File: config.mk
export PLATFORM = sky130hd
export DESIGN_NAME = iiitb_lifo_ctrl
export DESIGN_NICKNAME = d
export VERILOG_FILES = /design/src/rtl/iiitb_lifo_ctrl.sv
export SDC_FILE = /design/constraint.sdc
export NUM_CORES = 1
export LEC_CHECK = 0
export BUFFER_PORTS_ARGS = -buffer_cell sky130_fd_sc_hd__buf_2
export CORE_MARGIN = 2
export CORE_UTILIZATION = 26
export CTS_CLUSTER_SIZE = 30
export DETAILED_ROUTE_END_ITERATION = 16
export GPL_ROUTABILITY_DRIVEN = 0
export SLEW_MARGIN = 20
export SYNTH_ARGS = -nofsm -noshare
export SYNTH_HDL_FRONTEND = slang
export SYNTH_SLANG_ARGS = --single-unit
File: constraint.sdc
create_clock -name clk -period 2.2 [get_ports clk]
set_input_delay 0.66 -clock clk [delete_from_list [all_inputs] [get_ports clk]]
set_output_delay 0.66 -clock clk [all_outputs]
set_load 0.02 [all_outputs]
File: src/rtl/iiitb_lifo_ctrl.sv
// iiitb_lifo_ctrl
// Stream-to-LIFO initiator: collects a packet of up to DEPTH words from a
// valid/ready input stream, pushes them into an external iiitb_lifo, then
// pops them back out and presents them on a valid/ready output stream in
// reversed order. The LIFO-facing signals are decoded combinationally from
// the controller state so the LIFO samples them on the following clock edge.
module iiitb_lifo_ctrl #(
  parameter int DATA_W = 4,
  parameter int DEPTH  = 4
) (
  input  logic              clk,
  input  logic              Rst_n,
  input  logic              in_valid,
  output logic              in_ready,
  input  logic [DATA_W-1:0] in_data,
  input  logic              in_last,
  output logic              out_valid,
  input  logic              out_ready,
  output logic [DATA_W-1:0] out_data,
  output logic              out_last,
  output logic              err,
  output logic [DATA_W-1:0] lifo_dataIn,
  output logic              lifo_RW,
  output logic              lifo_EN,
  output logic              lifo_Rst,
  input  logic [DATA_W-1:0] lifo_dataOut,
  input  logic              lifo_EMPTY,
  input  logic              lifo_FULL
);

  localparam int                CNT_W   = $clog2(DEPTH + 1);
  localparam logic [CNT_W-1:0]  DEPTH_C = CNT_W'(DEPTH);

  // INIT clears the LIFO, FILL pushes, POP issues one pop, OUT presents it.
  typedef enum logic [1:0] {
    INIT = 2'd0,
    FILL = 2'd1,
    POP  = 2'd2,
    OUT  = 2'd3
  } state_t;

  state_t           state;
  logic [CNT_W-1:0] cnt;
  logic [CNT_W-1:0] cnt_inc;
  logic             cnt_zero;
  logic             push_ok;
  logic             accept;
  logic             status_bad;

  // The LIFO's own FULL flag is undefined right after its reset, so the
  // occupancy count is tracked locally and FULL is deliberately ignored.
  logic             full_unused;
  assign full_unused = lifo_FULL;

  assign cnt_inc    = cnt + 1'b1;
  assign cnt_zero   = (cnt == '0);
  assign push_ok    = (state == FILL) && (cnt < DEPTH_C);
  assign accept     = push_ok && in_valid;
  // In OUT the LIFO has been popped down to exactly cnt words, so EMPTY must
  // agree with cnt==0; any disagreement means the two views have diverged.
  assign status_bad = (lifo_EMPTY != cnt_zero);

  // State, occupancy count and sticky error flag.
  always_ff @(posedge clk or negedge Rst_n) begin
    if (!Rst_n) begin
      state <= INIT;
      cnt   <= '0;
      err   <= 1'b0;
    end else begin
      case (state)
        INIT: begin
          state <= FILL;
        end
        FILL: begin
          if (accept) begin
            cnt <= cnt_inc;
            // A packet closes on an accepted last word or when the LIFO fills.
            if (in_last || (cnt_inc == DEPTH_C)) begin
              state <= POP;
            end
          end
        end
        POP: begin
          cnt   <= cnt - 1'b1;
          state <= OUT;
        end
        OUT: begin
          if (status_bad) begin
            err <= 1'b1;
          end
          if (out_ready) begin
            state <= cnt_zero ? FILL : POP;
          end
        end
        default: begin
          state <= INIT;
        end
      endcase
    end
  end

  // Stream handshakes and LIFO command decode from the current state.
  always_comb begin
    in_ready    = 1'b0;
    out_valid   = 1'b0;
    out_data    = '0;
    out_last    = 1'b0;
    lifo_dataIn = '0;
    lifo_RW     = 1'b0;
    lifo_EN     = 1'b0;
    lifo_Rst    = 1'b0;
    case (state)
      INIT: begin
        lifo_EN  = 1'b1;
        lifo_Rst = 1'b1;
      end
      FILL: begin
        in_ready = push_ok;
        if (accept) begin
          lifo_EN     = 1'b1;
          lifo_RW     = 1'b0;
          lifo_dataIn = in_data;
        end
      end
      POP: begin
        lifo_EN = 1'b1;
        lifo_RW = 1'b1;
      end
      OUT: begin
        // EN stays low so the LIFO keeps dataOut steady while we wait.
        out_valid = 1'b1;
        out_data  = lifo_dataOut;
        out_last  = cnt_zero;
      end
      default: begin
        lifo_EN = 1'b0;
      end
    endcase
  end

endmodule
==> summary.md <==
| Metric | Value |
|---|---|
| Status | completed |
| Critical path class | input port to primary output |
| Endpoints failing setup | 0 |
| First-pass GRT wire length | 1500 um |
| Chip Width | 44.7 um |
| # IOs | 30 |
| Nets | 100 |
| Critical path peak fanout | 7 |
| GRT met3 Usage | 0.0612 |
| WP data required | 1.54 ns |
| Post-synthesis sequential area ratio | 0.349 |
| CP Launch Type | input port |
| TritonCTS Buffers | 3 |
| Final Skew | 0.000731 ns |
| Post-synth top area cell | dfrtp_1 |
| Top cell type's share of synthesized area | 0.349 |
| Die Area | 2000 um2 |
| Sequential Area | 151 um2 |
| Vias in the first global route | 357 |
| Multi-input logic area | 253 um2 |
| Power Dens Cells | 1310 nW/um2 |
| Most numerous cell in the Yosys netlist | dfrtp_1 |
| Worst slew margin | 0.844 |
| Antenna fix cells | 0 |
| Maximum level of the CTS H-tree | 1 |
| Hold Path Class | input port to async pin |
| Routed wire per std cell | 10.1 um |
| Placed instance count | 91 |
| Dominant synthesized flop cell | dfrtp_1 |
| Iter 0 DRT Violations | 2 |
| Final ANT Viol Nets | 0 |
| HPWL after DPL | 755 um |
| Row cnt | 14 |
| Syn Inst Count | 48 |
| Die Y | 44.7 um |
| Layout cells sized above 1 | 0.456 |
| Final WL | 957 um |
| #FFs+latches synth | 6 |
| Crit. End Element | primary output |
| Busiest layer in global routing | met2 |
| Fin cells | 95 |
| Total leakage power | 0.361 nW |
| Met2 Use GR | 0.165 |
| Post-Synthesis Cell Area | 430 um2 |
| Avg Synthesized Cell Area | 8.97 um2 |
| PortBufs | 28 |
| Setup TNS | 0 ns |
| Hold Fails Final Rpt | 0 |
| Syn Nets | 67 |
| Fmax | 472 MHz |
| Clk slew on worst S/H paths | 0.04 ns |
| Root Buffer | clkbuf_4 |
| Max cap viols | 0 |
| Max Slew Vio Count | 0 |
| Synth cell types | 23 |
| Worst skew pair latency | 0.24 ns |
| Met1 usage | 0.122 |
| Via-per-instance ratio | 4.58 |
| Area grow syn2layout | 44.2% |
| Synth top area cells | dfrtp_1, ha_1, and3_1 |
| Largest net degree at the start of global routing | 13 |
| FFs w/ async S/R, synth | 1.00 |
| Floorplan core area | 1520 um2 |
| Global Route Usage Sum | 0.109 |
| CTS tree | yes |
| Starting Density | 0.282 |
| Synth top cells by count | dfrtp_1, and3_1, and2_1, ha_1, nand2b_1 |
| Fin crit share | 0.962 |
| # fillers | 167 |
| IR drop worst, VDD | 504 uV |
| Max clock buf depth | 2 |
| Vias | 435 |
| Initial antenna violation count | 0 |
| Unrepaired setup endpoints after global routing | no |
| Grt ovf | 0 |
| Sink Count | 6 |
| Remaining DRCs | 0 |
| Worst Tran Pin Value | 0.231 ns |
| Tmin final | 2.12 ns |
| Number of flops mapped to enable cells by yosys | 0 |
| Data arrival, critical path | 1.46 ns |
| Pre-antenna DRT Iters | 2 |
| Syn. warnings | 0 |
[state kept, by name, summed over array words and instances (netlist names)]
| signal | flops |
|---|---|
| state | 2 |
| cnt | 3 |
| err | 1 |
[kinds of logic after synthesis]
group,count (synthesis),synth area share
AOI/OAI and AO/OA,7,0.108
xor gates and xnor gates,2,0.0407
adders and majority gates,4,0.116
buffers and inverters,6,0.0639
DFF,6,0.349
and+or+nand+nor,23,0.323
[per-stage QoR]
step | power [mW] | cell area, um2 | utilization | hold slack (ns) | worst slack, ns
detailed placement | 0.712 | 589 | 0.387 | 0.444 | 0.0645
floorplan | 0.569 | 430 | - | 0.364 | 0.233
global placement | 0.699 | 589 | 0.387 | 0.441 | 0.0767
CTS | 0.819 | 612 | 0.401 | 0.232 | 0.0495
finish | 0.813 | 621 | 0.407 | 0.240 | 0.0832
global route | 0.892 | 621 | 0.407 | 0.233 | 0.0388
[path summary, 6_finish.rpt]
check / from / depth (start not counted) / end / slack [ns]
max: in_valid / 5 / lifo_dataIn[2] / 0.08
min: Rst_n / 1 / state[1] / 0.24
max reg2reg: cnt[2] / 5 / state[0] / 0.88
min reg2reg: err / 1 / err / 0.45
max in group asynchronous: Rst_n / 1 / state[0] / 1.80
min in group clk: err / 1 / err / 0.45
[cells in the final DEF (no fill, tap or decap)]
| cell | instances |
|---|---|
| nor4bb_1 | 1 |
| inv_1 | 3 |
| nand2_1 | 3 |
| ha_1 | 4 |
| and2_1 | 4 |
| clkbuf_4 | 3 |
| nor3b_1 | 1 |
| dfrtp_1 | 5 |
| o21ai_0 | 1 |
| o311ai_1 | 1 |
| buf_2 | 28 |
| and2b_1 | 1 |
| a21o_1 | 1 |
| nand2b_1 | 4 |
| a221oi_1 | 1 |
| dfrtp_2 | 1 |
| o21ai_1 | 1 |
| a21oi_1 | 1 |
| and3_1 | 5 |
| xnor2_1 | 2 |
| buf_4 | 3 |
| a31oi_1 | 1 |
| nor2_1 | 3 |
| and2b_4 | 1 |
[report_power, final]
group / leakage (nW) / switching, mW / total (mW) / internal [mW]
clock network: 0.0138 / 0.0374 / 0.0990 / 0.0615
registers: 0.0649 / 0.0567 / 0.218 / 0.161
logic: 0.282 / 0.280 / 0.496 / 0.217
total: 0.361 / 0.374 / 0.813 / 0.439
[critical path: stages]
cell,delay (ns)
buf_2,0.08
nor4bb_1,0.26
buf_4,0.18
and2_1,0.12
buf_2,0.15
[cell type report]
cell class	instances	area share
multi-input combinational	36	0.407
sequential	6	0.244
clock buffer	3	0.0363
inverter	3	0.0181
tap	16	0.0323
timing repair buffer	31	0.262
[what timing repair did]
action | in CTS | in global routing
endpoints found under the setup margin | 0 | 5
hold buffers | 0 | 0
hold endpoints to repair | 0 | 0
setup buffers | 0 | 1
resized for setup | 0 | 1
[per-layer routing]
metal / vias up / share of wire
met5: - / 0
met4: 0 / 0.0084
met3: 2 / 0.11
met2: 18 / 0.46
met1: 191 / 0.42
li1: 224 / -
Note: power is estimated with default switching activity, not from simulation.
